File: src/rtl/pipe_in_fifo.sv
// Elastic valid/ready input buffer for the pipe_pal stage, with first-word fall-through and synchronous flush.
// Optional high-water-mark output o_hwm is enabled by defining PIPE_IN_FIFO_HWM_EN.
module pipe_in_fifo #(
  parameter int W_DATA = 32,
  parameter int DEPTH  = 8,
  localparam int W_CNT = $clog2(DEPTH) + 1
) (
  input  logic              i_clk,
  input  logic              resetn,
  input  logic              i_valid,
  output logic              o_ready,
  input  logic [W_DATA-1:0] i_data,
  output logic              o_valid,
  input  logic              i_ready,
  output logic [W_DATA-1:0] o_data,
  input  logic              i_flush,
`ifdef PIPE_IN_FIFO_HWM_EN
  output logic [W_CNT-1:0]  o_hwm,
`endif
  output logic [W_CNT-1:0]  o_count
);

  localparam int W_PTR = $clog2(DEPTH);

  logic [W_DATA-1:0] mem [DEPTH];
  logic [W_PTR-1:0]  wr_ptr;
  logic [W_PTR-1:0]  rd_ptr;
  logic [W_CNT-1:0]  count;
  logic [W_CNT-1:0]  count_nxt;
  logic              push;
  logic              pop;

  assign o_ready = (count != W_CNT'(DEPTH));
  assign o_valid = (count != '0);
  assign push    = i_valid && o_ready;
  assign pop     = o_valid && i_ready;
  assign o_count = count;

  // Gate on o_valid so the unreset storage never leaks to o_data after reset or while empty.
  assign o_data  = o_valid ? mem[rd_ptr] : '0;

  always_comb begin
    count_nxt = count;
    if (i_flush)
      count_nxt = '0;
    else if (push && !pop)
      count_nxt = count + 1'b1;
    else if (pop && !push)
      count_nxt = count - 1'b1;
  end

  always_ff @(posedge i_clk or negedge resetn) begin
    if (!resetn) begin
      wr_ptr <= '0;
      rd_ptr <= '0;
      count  <= '0;
    end else begin
      count <= count_nxt;
      if (i_flush) begin
        wr_ptr <= '0;
        rd_ptr <= '0;
      end else begin
        if (push) wr_ptr <= wr_ptr + 1'b1;
        if (pop)  rd_ptr <= rd_ptr + 1'b1;
      end
    end
  end

  always_ff @(posedge i_clk) begin
    if (push && !i_flush)
      mem[wr_ptr] <= i_data;
  end

`ifdef PIPE_IN_FIFO_HWM_EN
  always_ff @(posedge i_clk or negedge resetn) begin
    if (!resetn)
      o_hwm <= '0;
    else if (i_flush)
      o_hwm <= '0;
    else if (count_nxt > o_hwm)
      o_hwm <= count_nxt;
  end
`endif

endmodule

File: config.mk
export PLATFORM = sky130hd
export DESIGN_NAME = pipe_in_fifo
export DESIGN_NICKNAME = d
export VERILOG_FILES = /design/src/rtl/pipe_in_fifo.sv
export SDC_FILE = /design/constraint.sdc
export NUM_CORES = 1
export LEC_CHECK = 0
export CAP_MARGIN = 25
export CELL_PAD_IN_SITES_DETAIL_PLACEMENT = 0
export CELL_PAD_IN_SITES_GLOBAL_PLACEMENT = 1
export CORE_MARGIN = 2
export CORE_UTILIZATION = 55
export DETAILED_ROUTE_END_ITERATION = 16
export GPL_ROUTABILITY_DRIVEN = 0
export PLACE_DENSITY_LB_ADDON = 0.2
export SLEW_MARGIN = 20
export SYNTH_ARGS = -nofsm -noshare
export SYNTH_HDL_FRONTEND = slang
export SYNTH_SLANG_ARGS = --single-unit
File: constraint.sdc
create_clock -name i_clk -period 7.8 [get_ports i_clk]
set_input_delay 1.56 -clock i_clk [delete_from_list [all_inputs] [get_ports i_clk]]
set_output_delay 1.56 -clock i_clk [all_outputs]
set_load 0.02 [all_outputs]
## After elaboration in Yosys (flattened, before gate mapping)

Memory sizes are Yosys's and may differ from the RTL's.
Cells that the tools add are included.

- Memories: 1
- Bits in writable memories: 256
- Output and inout port bits: 38
- Register bits after elaboration: 10
- Word-level logic and storage cells: 31

- Reductions and logical operators: 12
- Multiplexer cells: 10
- Equality and inequality tests: 1
- Add/sub/neg operators: 4

Memory list:

| memory | words | width | read ports | clocked after Yosys merged registers in | wr ports | RTL line | source |
|---|---|---|---|---|---|---|---|
| mem | 8 | 32 | 1 | 0 | 1 | 25 | `logic [W_DATA-1:0] mem [DEPTH];` |

Operators with widths:

| operator | count |
|---|---|
| 32-bit two-way mux | 1 |
| 3-bit two-way mux | 4 |
| 4-bit two-way mux | 3 |
| 3-bit by 1-bit adder with 3-bit output, second input constant | 2 |
| 1-bit logical AND | 5 |
| 4-bit by 1-bit adder with 4-bit output, second input constant | 1 |
| 4-bit inequality test, second input constant | 1 |
| 2-bit nonzero test | 2 |
| 4-bit nonzero test | 1 |
| 4-bit by 1-bit subtractor with 4-bit output, second input constant | 1 |
| 1-bit zero test | 3 |
| 3-bit nonzero test | 1 |
| 1-bit two-way mux | 2 |

## Depth between registers and ports, before layout

Gate-level depths: netlist of the first run.

- Depth after elaboration: 7
- Mapped depth: 9
- Mapped depth without buffers: 7

## Worst setup path before layout of the first run

Ideal clock, no wire load.

- Path type: input to register
- Start point: input port i_valid
- End point: memory mem[0][0], enable pin
- Stages on the path: 4
- Path slack: 3.016 ns
- Arrival time: 4.323 ns
- Required time: 7.339 ns
- Cells stage by stage: clkbuf_1 -> and3b_1 -> nand2b_1 -> nor3_1

- Word-level cells in the longest chain between the ends: 4

Ends and longest elaborated chain:

| what | RTL line | source |
|---|---|---|
| start: declaration | 10 | `input logic i_valid,` |
| 1-bit logical AND | 35 | `assign push = i_valid && o_ready;` |
| 1-bit logical AND | 70 | `if (push && !i_flush)` |
| 1-bit two-way mux | 70 |  |
| 1-bit two-way mux (implied by the code) | 71 | `mem[wr_ptr] <= i_data;` |
| end: declaration | 25 |  |

No other way between the ends.

## Worst setup path after layout of the first run

- Start point: register rd_ptr[0]
- End point: output port o_data[20]

- Word-level cells in the longest chain between the ends: 2

Ends and longest elaborated chain:

| what | RTL line | source |
|---|---|---|
| start: declaration | 27 | `logic [W_PTR-1:0] rd_ptr;` |
| start signal: assignment | 64 | `if (pop) rd_ptr <= rd_ptr + 1'b1;` |
| memory read 8 x 32 bit | - |  |
| 32-bit two-way mux | 40 | `assign o_data = o_valid ? mem[rd_ptr] : '0;` |
| end: declaration | 15 | `output logic [W_DATA-1:0] o_data,` |

No other way between the ends.

==> impl_metrics.json, run 1 <==
{
  "coreArea_um2": 18640,
  "remaining_drc_errors": 0,
  "hold_path_class": "flop to flop",
  "seqPwrFrac": 0.420,
  "wl_um": 19540,
  "syn_area_per_cell_um2": 21.41,
  "fmax_ghz": 0.1972,
  "finish.instance_area_um2": 12390,
  "insertion_delay_ps": 530,
  "timing.max_cap.violations": 0,
  "power.leakage_nw": 3.891,
  "intPower_mw": 2.991,
  "syn2layout_area_growth_pct": 19.33,
  "cts_max_level": 1,
  "ys_types": 32,
  "cts_tree": "built",
  "grt_pass1_vias": 5169,
  "antenna_found_initial": 0,
  "ir_drop_mv": 0.2197,
  "worst_clock_skew_ps": 18.98,
  "portBuffers": 74,
  "holdWs_ps": 608.1,
  "drt-initial-drc-count": 276,
  "drtPass1Iterations": 4,
  "cp_num_buf_inv": 2,
  "worst_r2r_path_depth": 6,
  "ys_seq_elements": 266,
  "cp-end-kind": "output pin",
  "clockRootBuffer": "clkbuf_16",
  "ys_seq_area_frac": 0.7643,
  "die_area_um2": 20000,
  "drtAntennaViolNets": 0,
  "path_max_fanout": 46,
  "min_to": "wr_ptr[0]",
  "min-delay-start": "wr_ptr[0]",
  "whs_path_depth": 2,
  "netSwitchingPower_mw": 1.163,
  "rows": 50,
  "cts_hold_buf": 0,
  "io_pins": 75,
  "final_cell_mix": "edfxtp_1, clkdlybuf4s50_1, mux4_2",
  "track_usage": 0.2029,
  "reg2reg_slack_ps": 4990,
  "path_delay_family": "buffers and inverters",
  "dpl.hpwl_um": 11060,
  "slowest_stage": "dfrtp_4",
  "power_frac_clock": 0.313,
  "status": "completed",
  "place_ws_ps": 3136,
  "postPlaceCellArea_um2": 11480,
  "drv_slew": 0,
  "rsz0062_at_grt": "no",
  "vias": 4871,
  "p_comb_frac": 0.267,
  "setup_slack_ps": 2730,
  "cts_buffers": 27,
  "async_flop_share": 0.03759,
  "cts.sinks": 266,
  "switching_share": 0.2800,
  "synth_edf_count": 256,
  "crit_type": "flop to output pin",
  "cts_setup_buffers": 0,
  "start_kind": "flop",
  "synth_cells": 485,
  "final.setup.tns_ps": 0,
  "n_antenna_cell": 0,
  "reg2reg_from": "o_count[0]",
  "worst_path_largest_cell_delay_ps": 1050,
  "setup_violations": 0,
  "nets": 619,
  "grt_pass1_wl_um": 30260,
  "crit_path_cell_trace": "buf_4, mux4_2, mux2i_1, nor2_1, clkdlybuf4s50_1",
  "synth_warnings": 0,
  "hold_viol": 0,
  "netlist_area_um2": 10380,
  "grt_max_degree": 47,
  "crit_arrival_ps": 3510,
  "path_clk_slew_ps": 60,
  "finalCritPeriodShare": 0.6500,
  "initial_core_util": 0.5570,
  "clockBufferDepth": 3,
  "relSlewSlack": 0.3705,
  "fin_crit_ps": 5070,
  "dieHeight_um": 141.4,
  "power_per_cell_area_nw_per_um2": 335.3,
  "syn-num-nets": 527,
  "final_common_cell": "edfxtp_1",
  "worstMarginPinSlew_ps": 944.2,
  "die_w_um": 141.4,
  "critPathRequiredTime_ps": 6240,
  "wl_per_cell_um": 23.55,
  "dominantRegCellSynth": "edfxtp_1",
  "cts_resized": 0,
  "drt-vias-per-instance": 5.869,
  "layout-drive-gt1-share": 0.2215,
  "rr_endpoint": "mem[0][11]",
  "grt.overflow.total": 0
}
-- how the worst max path moves through the flow --
stage | from | to | slack [ps] | depth (start not counted)
floorplan | i_valid | mem[0][0] | 3020 | 4
global placement | rd_ptr[0] | o_data[20] | 3150 | 5
detailed placement | rd_ptr[0] | o_data[20] | 3140 | 5
CTS | rd_ptr[0] | o_data[20] | 2570 | 5
global route | rd_ptr[0] | o_data[20] | 2450 | 5
finish | rd_ptr[0] | o_data[20] | 2730 | 5
-- final cells by class --
| type | count | area (um2) |
|---|---|---|
| clock buffer | 31 | 690.7 |
| tap | 234 | 292.8 |
| sequential | 266 | 7944 |
| inverter | 4 | 15.01 |
| fill | 1229 | 6251 |
| timing repair buffer | 88 | 845.8 |
| clock inverter | 17 | 214.0 |
| multi-input combinational | 190 | 2390 |
-- flip-flops by register name (all words and copies together), names as in the netlist --
signal	cells
rd_ptr	3
mem	256
wr_ptr	3
o_count	4
-- kinds of logic (layout without fill, tap and decap cells) --
logic type                 count (synthesis)  after routing  synth area share
AOI/OAI and AO/OA                         14             14           0.01157
xor gates and xnor gates                   6              6          0.005061
adders and majority gates                  5              5          0.006747
buffers and inverters                     29            140           0.01169
DFF                                      266            266            0.7643
muxes                                     98             98            0.1716
and+or+nand+nor                           67             67           0.02904
-- power groups by stage --
stage	clock (mW)	combinational [mW]	sequential, mW
4_1_cts	1.33	1.13	1.75
2_1_floorplan	0	0.758	1.69
3_5_place_dp	0	1.12	1.78
5_1_grt	1.38	1.20	1.76
3_3_place_gp	0	1.11	1.78
6_report	1.30	1.11	1.74
-- metrics by stage --
step	std cells	total power, mW	util
after floorplan	485	2.449	-
after global placement	780	2.883	0.6154
after detailed placement	781	2.903	0.6158
after CTS	829	4.207	0.6643
after global routing	830	4.340	0.6647
final	830	4.155	0.6647
-- layer usage --
layer	up-vias	share of wire	global-route usage
met5	-	0	0
met1	2548	0.42	0.2835
met3	32	0.046	0.03105
met4	0	0.020	0.04895
li1	2177	-	-
met2	114	0.52	0.3441
-- worst register-to-register path, stage by stage (launching register included) --
cell and delay [ps]:
dfrtp_1 600, or4b_1 350, and3b_1 240, nand2b_1 220, nor3_2 410, buf_4 270
buf_4 360
-- synth_stat cells (2+ instances only) --
master | instances | area (um2)
nand2_1 | 6 | 22.52
inv_1 | 4 | 15.01
ha_1 | 4 | 50.05
mux2i_1 | 34 | 340.3
nor2_1 | 45 | 168.9
mux4_2 | 64 | 1441
nor3_1 | 3 | 15.01
nand2b_1 | 4 | 25.02
xor2_1 | 3 | 26.28
edfxtp_1 | 256 | 7687
dfrtp_1 | 10 | 250.2
buf_1 | 4 | 15.01
a21oi_1 | 5 | 25.02
nand3_1 | 3 | 15.01
a211oi_1 | 2 | 15.01
clkbuf_1 | 11 | 41.29
xnor2_1 | 3 | 26.28
buf_2 | 10 | 50.05
Note: power is estimated with default switching activity, not from simulation.
==> run 2, diff against run 1 <==
--- a/config.mk
+++ b/config.mk
@@ -9,7 +9,7 @@
 export CELL_PAD_IN_SITES_DETAIL_PLACEMENT = 0
 export CELL_PAD_IN_SITES_GLOBAL_PLACEMENT = 1
 export CORE_MARGIN = 2
-export CORE_UTILIZATION = 55
+export CORE_UTILIZATION = 51
 export DETAILED_ROUTE_END_ITERATION = 16
 export GPL_ROUTABILITY_DRIVEN = 0
 export PLACE_DENSITY_LB_ADDON = 0.2
==> constraint.sdc (replaced) <==
create_clock -name i_clk -period 4.9 [get_ports i_clk]
set_input_delay 0.98 -clock i_clk [delete_from_list [all_inputs] [get_ports i_clk]]
set_output_delay 0.98 -clock i_clk [all_outputs]
set_load 0.02 [all_outputs]
==> impl_metrics.json, run 2 (synthesized netlist as in run 1, its figures left out) <==
{
  "worstMarginPinSlew_ps": 890.2,
  "coreArea_um2": 20100,
  "io_pins": 75,
  "drtPass1Iterations": 4,
  "critPathRequiredTime_ps": 3920,
  "nets": 622,
  "finalCritPeriodShare": 0.8174,
  "final_common_cell": "edfxtp_1",
  "postPlaceCellArea_um2": 11620,
  "top_usage_layer": "met2",
  "initial_core_util": 0.5166,
  "cts_buffers": 26,
  "rsz0062_at_grt": "no",
  "drt-vias-per-instance": 5.619,
  "remaining_drc_errors": 0,
  "final.setup.tns_ps": 0,
  "vias": 4883,
  "drv_slew": 0,
  "antenna_found_initial": 0,
  "final-instance-count-excl-fill": 869,
  "design_power_total_mw": 6.382,
  "syn2layout_area_growth_pct": 19.43,
  "layout-drive-gt1-share": 0.2104,
  "fin_crit_ps": 4005,
  "start_kind": "flop",
  "finish.instance_area_um2": 12400,
  "place_ws_ps": 1332,
  "insertion_delay_ps": 520,
  "grt.met2_usage": 0.3204,
  "hold_path_class": "flop to flop",
  "power_per_cell_area_nw_per_um2": 514.6,
  "ir_drop_mv": 0.3143,
  "final_util": 0.6169,
  "cts_max_level": 1,
  "cts_hold_buf": 0,
  "path_clk_slew_ps": 60,
  "wl_um": 19350,
  "die_area_um2": 21520,
  "power.leakage_nw": 3.860,
  "dpl.hpwl_um": 11010,
  "timing.max_cap.violations": 0,
  "cts_setup_buffers": 0,
  "drt-initial-drc-count": 322,
  "dpl.cell_count": 822,
  "drtAntennaViolNets": 0,
  "clockBufferDepth": 3,
  "track_usage": 0.1847,
  "hold_viol": 0,
  "met3_usage": 0.02888,
  "grt.overflow.total": 0,
  "largest_reg_flops": 256,
  "relSlewSlack": 0.4065,
  "portBuffers": 74,
  "grt_use_met1": 0.2533,
  "path_max_fanout": 30,
  "setup_slack_ps": 894.7,
  "crit_arrival_ps": 3030,
  "grt_pass1_wl_um": 30270,
  "cts_resized": 0,
  "n_antenna_cell": 0,
  "clockRootBuffer": "clkbuf_16",
  "rows": 52,
  "setup_violations": 0,
  "cp-end-kind": "output pin",
  "crit_type": "flop to output pin",
  "holdWs_ps": 611.4,
  "cts_tree": "built",
  "fmax_ghz": 0.2497,
  "grt_pass1_vias": 5189,
  "worst_clock_skew_ps": 13.68,
  "dieHeight_um": 146.7,
  "final_cell_mix": "edfxtp_1, clkdlybuf4s50_1, mux4_2",
  "die_w_um": 146.7,
  "reg2reg_slack_ps": 2230,
  "fillers": 1387,
  "status": "completed",
  "top_register": "mem",
  "grt_max_degree": 35,
  "cts.sinks": 266,
  "wl_per_cell_um": 22.27
}
[run 2: critical path, stage by stage, from the launching register on]
cell             delay [ps]
dfrtp_4                 800
buf_12                  330
mux4_2                  540
mux2i_1                 200
nor2_1                   70
clkdlybuf4s50_1         550
[run 2: layout make-up]
class                      count  area [um2]  area share
sequential                   266        7944      0.6405
multi-input combinational    190        2390      0.1927
timing repair buffer          92       938.4     0.07566
clock buffer                  37       713.2     0.05750
tap                          270       337.8     0.02724
clock inverter                10       65.06    0.005246
inverter                       4       15.01    0.001211
[run 2: metal layers]
metal	up-vias	wire, um
met5	-	0
met4	0	218
met3	24	721
met2	87	10080
met1	2587	8333
li1	2185	-
[run 2: path summary, 6_finish.rpt]
path / start / endpoint / depth (start not counted)
max: rd_ptr[0] / o_data[1] / 5
min: wr_ptr[0] / wr_ptr[0] / 2
max reg2reg: o_count[1] / mem[5][28] / 5
min reg2reg: wr_ptr[0] / wr_ptr[0] / 2
max in group asynchronous: resetn / rd_ptr[0] / 1
min in group asynchronous: resetn / o_count[2] / 1
[run 2: power breakdown]
group / leakage, nW / total (mW) / internal (mW) / switching, mW
Clock: 0.375 / 1.82 / 1.06 / 0.763
Combinational: 1.04 / 1.82 / 0.929 / 0.891
Sequential: 2.44 / 2.74 / 2.58 / 0.160
Total: 3.86 / 6.38 / 4.57 / 1.81
